**config.mk**
```make
export PLATFORM = sky130hd
export DESIGN_NAME = instruction_fetch
export DESIGN_NICKNAME = d
export VERILOG_FILES = /design/src/rtl/instruction_fetch_pkg.sv /design/src/rtl/fetch_buffer.sv /design/src/rtl/instruction_fetch.sv
export SDC_FILE = /design/constraint.sdc
export NUM_CORES = 1
export LEC_CHECK = 0
export ABC_AREA = 1
export BUFFER_PORTS_ARGS = -buffer_cell sky130_fd_sc_hd__buf_2
export CAP_MARGIN = 20
export CORE_MARGIN = 1
export CORE_UTILIZATION = 44
export DETAILED_ROUTE_END_ITERATION = 8
export MAX_ROUTING_LAYER = met4
export PLACE_DENSITY = 0.78
export SYNTH_ARGS = -nofsm -noshare
export SYNTH_HDL_FRONTEND = slang
export SYNTH_SLANG_ARGS = --single-unit
export TNS_END_PERCENT = 10
```
**constraint.sdc**
```tcl
create_clock -name clock -period 3.55 [get_ports clock]
set_input_delay 0.8875 -clock clock [delete_from_list [all_inputs] [get_ports clock]]
set_output_delay 0.8875 -clock clock [all_outputs]
set_load 0.05 [all_outputs]
```
**src/rtl/instruction_fetch_pkg.sv**
```systemverilog
// Shared parameters, FSM encoding and buffer entry type for the instruction fetch unit.
package instruction_fetch_pkg;

    localparam int unsigned WORD_SIZE     = 32;
    localparam int unsigned MEM_ADDR_SIZE = 16;
    localparam int unsigned FETCH_DEPTH   = 2;
    localparam int unsigned CNT_W         = $clog2(FETCH_DEPTH + 1);
    localparam int unsigned IDX_W         = $clog2(FETCH_DEPTH);

    typedef enum logic [1:0] {
        ST_IDLE    = 2'd0,
        ST_REQUEST = 2'd1,
        ST_WAIT    = 2'd2,
        ST_STALL   = 2'd3
    } fetch_state_t;

    typedef struct packed {
        logic [MEM_ADDR_SIZE-1:0] addr;
        logic [WORD_SIZE-1:0]     word;
    } fetch_entry_t;

endpackage

```
**src/rtl/fetch_buffer.sv**
```systemverilog
// Small shift-style FIFO of {addr, word}; entry 0 is always the head, so the
// head outputs come straight from a register.
module fetch_buffer
    import instruction_fetch_pkg::*;
(
    input  logic                     clock,
    input  logic                     reset_n,
    input  logic                     i_push,
    input  logic [MEM_ADDR_SIZE-1:0] i_push_addr,
    input  logic [WORD_SIZE-1:0]     i_push_word,
    input  logic                     i_pop,
    input  logic                     i_flush,
    output logic [CNT_W-1:0]         o_count,
    output logic [MEM_ADDR_SIZE-1:0] o_head_addr,
    output logic [WORD_SIZE-1:0]     o_head_word
);

    fetch_entry_t         r_entry [FETCH_DEPTH];
    logic [CNT_W-1:0]     r_count;
    logic                 w_pop;
    logic                 w_push;
    logic [IDX_W-1:0]     w_wr_idx;

    // Pops need data; pushes need room unless a pop frees a slot in the same cycle.
    assign w_pop    = i_pop && (r_count != '0);
    assign w_push   = i_push && (w_pop || (r_count < CNT_W'(FETCH_DEPTH)));
    assign w_wr_idx = w_pop ? IDX_W'(r_count - CNT_W'(1)) : IDX_W'(r_count);

    always_ff @(posedge clock or negedge reset_n) begin
        if (!reset_n) begin
            r_count <= '0;
            for (int unsigned i = 0; i < FETCH_DEPTH; i++) r_entry[i] <= '0;
        end else if (i_flush) begin
            r_count <= '0;
            for (int unsigned i = 0; i < FETCH_DEPTH; i++) r_entry[i] <= '0;
        end else begin
            if (w_pop) begin
                for (int unsigned i = 0; i + 1 < FETCH_DEPTH; i++) r_entry[i] <= r_entry[i+1];
                r_entry[FETCH_DEPTH-1] <= '0;
            end
            // Later assignment wins, so a push lands on top of the shifted slot.
            if (w_push) r_entry[w_wr_idx] <= '{addr: i_push_addr, word: i_push_word};
            r_count <= r_count + CNT_W'(w_push) - CNT_W'(w_pop);
        end
    end

    assign o_count     = r_count;
    assign o_head_addr = r_entry[0].addr;
    assign o_head_word = r_entry[0].word;

endmodule

```
**src/rtl/instruction_fetch.sv**
```systemverilog
// Instruction fetch: issues one-cycle-latency reads at pc, buffers returned
// words with their addresses, and steps the program counter once per fetch.
module instruction_fetch
    import instruction_fetch_pkg::*;
(
    input  logic                     clock,
    input  logic                     reset_n,
    input  logic [MEM_ADDR_SIZE-1:0] pc,
    input  logic                     flush,
    output logic                     mem_read_enable,
    output logic [MEM_ADDR_SIZE-1:0] mem_addr,
    input  logic [WORD_SIZE-1:0]     mem_read_data,
    output logic                     pc_update_enable,
    output logic [WORD_SIZE-1:0]     pc_update_value,
    output logic [WORD_SIZE-1:0]     instr,
    output logic [MEM_ADDR_SIZE-1:0] instr_addr,
    output logic                     instr_valid,
    input  logic                     instr_ready
);

    fetch_state_t             r_state;
    logic                     r_mem_read_enable;
    logic [MEM_ADDR_SIZE-1:0] r_pending_addr;

    logic [CNT_W-1:0]         w_count;
    logic [CNT_W-1:0]         w_next_count;
    logic                     w_push;
    logic                     w_pop;
    logic                     w_valid;

    assign w_valid      = (w_count != '0);
    assign w_push       = (r_state == ST_WAIT) && !flush;
    assign w_pop        = w_valid && instr_ready && !flush;
    assign w_next_count = w_count + CNT_W'(w_push) - CNT_W'(w_pop);

    fetch_buffer u_fetch_buffer (
        .clock       (clock),
        .reset_n     (reset_n),
        .i_push      (w_push),
        .i_push_addr (r_pending_addr),
        .i_push_word (mem_read_data),
        .i_pop       (w_pop),
        .i_flush     (flush),
        .o_count     (w_count),
        .o_head_addr (instr_addr),
        .o_head_word (instr)
    );

    always_ff @(posedge clock or negedge reset_n) begin
        if (!reset_n) begin
            r_state           <= ST_IDLE;
            r_mem_read_enable <= 1'b0;
            r_pending_addr    <= '0;
        end else if (flush) begin
            r_state           <= ST_REQUEST;
            r_mem_read_enable <= 1'b1;
        end else begin
            case (r_state)
                ST_IDLE: begin
                    r_state           <= ST_REQUEST;
                    r_mem_read_enable <= 1'b1;
                end
                ST_REQUEST: begin
                    r_state           <= ST_WAIT;
                    r_mem_read_enable <= 1'b0;
                    r_pending_addr    <= pc;
                end
                ST_WAIT: begin
                    if (w_next_count < CNT_W'(FETCH_DEPTH)) begin
                        r_state           <= ST_REQUEST;
                        r_mem_read_enable <= 1'b1;
                    end else begin
                        r_state           <= ST_STALL;
                        r_mem_read_enable <= 1'b0;
                    end
                end
                ST_STALL: begin
                    if (w_count < CNT_W'(FETCH_DEPTH)) begin
                        r_state           <= ST_REQUEST;
                        r_mem_read_enable <= 1'b1;
                    end
                end
                default: begin
                    r_state           <= ST_IDLE;
                    r_mem_read_enable <= 1'b0;
                end
            endcase
        end
    end

    // The pc steps at the edge that ends WAIT, so the address must follow pc live
    // during REQUEST; it is gated to zero whenever no read is being issued.
    assign mem_read_enable  = r_mem_read_enable;
    assign mem_addr         = r_mem_read_enable ? pc : '0;
    assign pc_update_enable = w_push;
    assign pc_update_value  = WORD_SIZE'(1);
    assign instr_valid      = w_valid;

endmodule

```
==> results.md <==
* HPWL after DPL at 8320 um
* Router iterations before antenna repair at 5
* Clk root buf: clkbuf_16
* Min Hold Slack at 0.391 ns
* Die Y at 126 um
* Diodes inserted at 0
* Worst min-delay path category: in -> async
* GRT Util Overall at 19.2%
* P&R area growth vs syn at 11.8%
* Initial DRC count at 340
* Post-Route WL at 14,100 um
* First-pass GRT wire length at 23,400 um
* Synth Warn # at 0
* # setup viols final at 0
* Worst path cell trace: nand2_1 -> inv_1 -> buf_2
* Die width at 126 um
* Die area at 15,900 sq um
* Critical Path Source Type: flop
* Post-synthesis sequential area ratio at 43.3%
* Post-CTS Resized at 0
* Outcome: completed
* CTS tree: done
* Setup_tns at 0 ns
* Gpl congestion at 0.753
* Post-synthesis cell area at 6760 sq um
* Commonest non-fill, non-tap cells in the layout: nand2_1, inv_1, nor2_1
* #FFs+latches synth at 117
* RSZ-0062 raised after global routing: no
* Slowest cell on the critical path: dfrtp_1
* Total setup buffers inserted after CTS at 0
* CP endpoint kind: primary output
* Buffers on Ports at 118
* Number of max-cap violations at 0
* Nets at 1,053
* Tmin final at 2.53 ns
* Row count at 44
* Routed vias/inst at 4.49
* Num Clock Sinks at 117
* Final slew viol count at 0
* Initial antenna violation count at 0
* Cell family with most CP delay: flip-flops
* Fmax at 0.395 GHz
* Per-cell routed wire length at 11.8 um
* Clk Latency, worst-skew pair at 0.41 ns
* Largest net degree at the start of global routing at 97
* H-tree Lvls at 4
* Clock Pin Slew Worst Setup and Hold Paths at 0.06 ns
* Crit path buf inv count at 2
* Count of cell types in the netlist at 23
* Data arrival, critical path at 1.64 ns
* Core Util, Final at 51.3%
* Core area at 14,800 sq um
* Vias at 5,352
* Worst vdd ir at 0.000336 V
* Total gr overflow at 0
* Vias in the first global route at 4,908
* Leak Pwr at 4.06 nW
* CP max stage delay at 0.77 ns
* Max Buffers Root-to-Sink at 2
* Slew of the pin with the lowest slew margin at 0.939 ns
* Num CTS Buffers at 17
* Most common cell after layout, fill and taps aside: nand2_1
* Routed Antenna Nets at 0
* Setup Skew at 0.00619 ns
* Syn_area_per_cell at 7.11 sq um
* CTS Hold Bufs at 0
* Mapped Cells at 951
* Req. time, crit path at 2.66 ns
* FILL cells at 1,416
* Final hold vios at 0
* Crit share post-route at 71.3%
* Relative slew slack at 37.4%
* DRC at 0
* Crit Path Category: reg -> out
* Pwr dens at 585 nW/um^2
* Worst Path Max Fanout at 18
* IO Pins at 151
* Initial Utilization at 45.8%
* Share of post-route cells with drive strength above 1 at 16.7%
[cells in the mapped netlist (all sizes together)]
library cell	count	area, sq um
a21oi	17	88.8
clkbuf	24	90.1
conb	2	7.51
a211o	1	8.76
nand3b	1	7.51
nand2	181	694
dfrtp	117	2930
nor3	1	16.3
nor2	165	619
nand3	3	15.0
xnor2	1	8.76
buf	108	801
o21ai	146	731
inv	177	664
xor2	1	8.76
ha	6	75.1
[metrics by stage]
step | instances | setup WS [ns] | instance area, sq um | power [W]
2_1_floorplan | 981 | 1.04 | 6880 | 0.00237
3_3_place_gp | 1160 | 0.800 | 6890 | 0.00250
3_5_place_dp | 1160 | 0.713 | 6890 | 0.00252
4_1_cts | 1192 | 0.948 | 7560 | 0.00446
5_1_grt | 1192 | 0.847 | 7560 | 0.00464
6_report | 1192 | 1.02 | 7560 | 0.00442
[worst register-to-register path, cell delays in order (launching register included)]
cell	delay [ns]
dfrtp_1	0.47
inv_2	0.13
nand2_2	0.08
nand2_4	0.08
inv_2	0.04
ha_1	0.25
inv_1	0.18
nand2_4	0.50
o21ai_0	0.48
nor2_1	0.07
[final timing paths]
path,startpoint,end,slack [ns],depth (start not counted)
setup / recovery,mem_read_enable,mem_addr[8],1.02,3
hold / removal,reset_n,u_fetch_buffer.o_head_word[11],0.39,1
setup reg to reg,u_fetch_buffer.o_count[1],u_fetch_buffer.r_entry[0],1.15,9
hold reg to reg,r_pending_addr[15],u_fetch_buffer.r_entry[47],0.51,2
max in group asynchronous,reset_n,u_fetch_buffer.r_entry[44],2.42,2
min in group clock,r_pending_addr[15],u_fetch_buffer.r_entry[47],0.51,2
[cell type report]
cell class	count	area, sq um	area share [%]
Sequential cell	117	2930	38.7
Timing Repair Buffer	127	673	8.90
Clock inverter	9	170	2.25
Tap cell	184	230	3.04
Clock buffer	23	498	6.59
Inverter	177	664	8.79
Multi-Input combinational cell	555	2400	31.7
[cells by family after synthesis]
logic type	synth area share, %
other	0.111
AO/OA/AOI/OAI	12.2
buffers and inverters	23.0
AND/OR/NAND/NOR	20.0
XOR/XNOR	0.259
flip-flops	43.3
adder cells (fa/ha/maj)	1.11
[registers in the layout (all words and copies together), names as in the netlist]
register	cells
u_fetch_buffer.r_entry	48
r_pending_addr	16
u_fetch_buffer.o_count	2
u_fetch_buffer.o_head_word	32
u_fetch_buffer.o_head_addr	16
mem_read_enable	1
r_state	2
[metal layers]
metal	global-route usage [%]	wire length, um
met3	4.89	800
met5	-	0
met4	6.38	183
met1	23.4	6420
met2	30.9	6710
[power by group]
| group | total, W | switching (W) | internal [W] |
|---|---|---|---|
| clock | 0.00193 | 0.000597 | 0.00133 |
| sequential | 0.00156 | 0.0000905 | 0.00147 |
| combinational | 0.000933 | 0.000709 | 0.000224 |
| total | 0.00442 | 0.00140 | 0.00303 |
(Power assumes the default switching activity.)
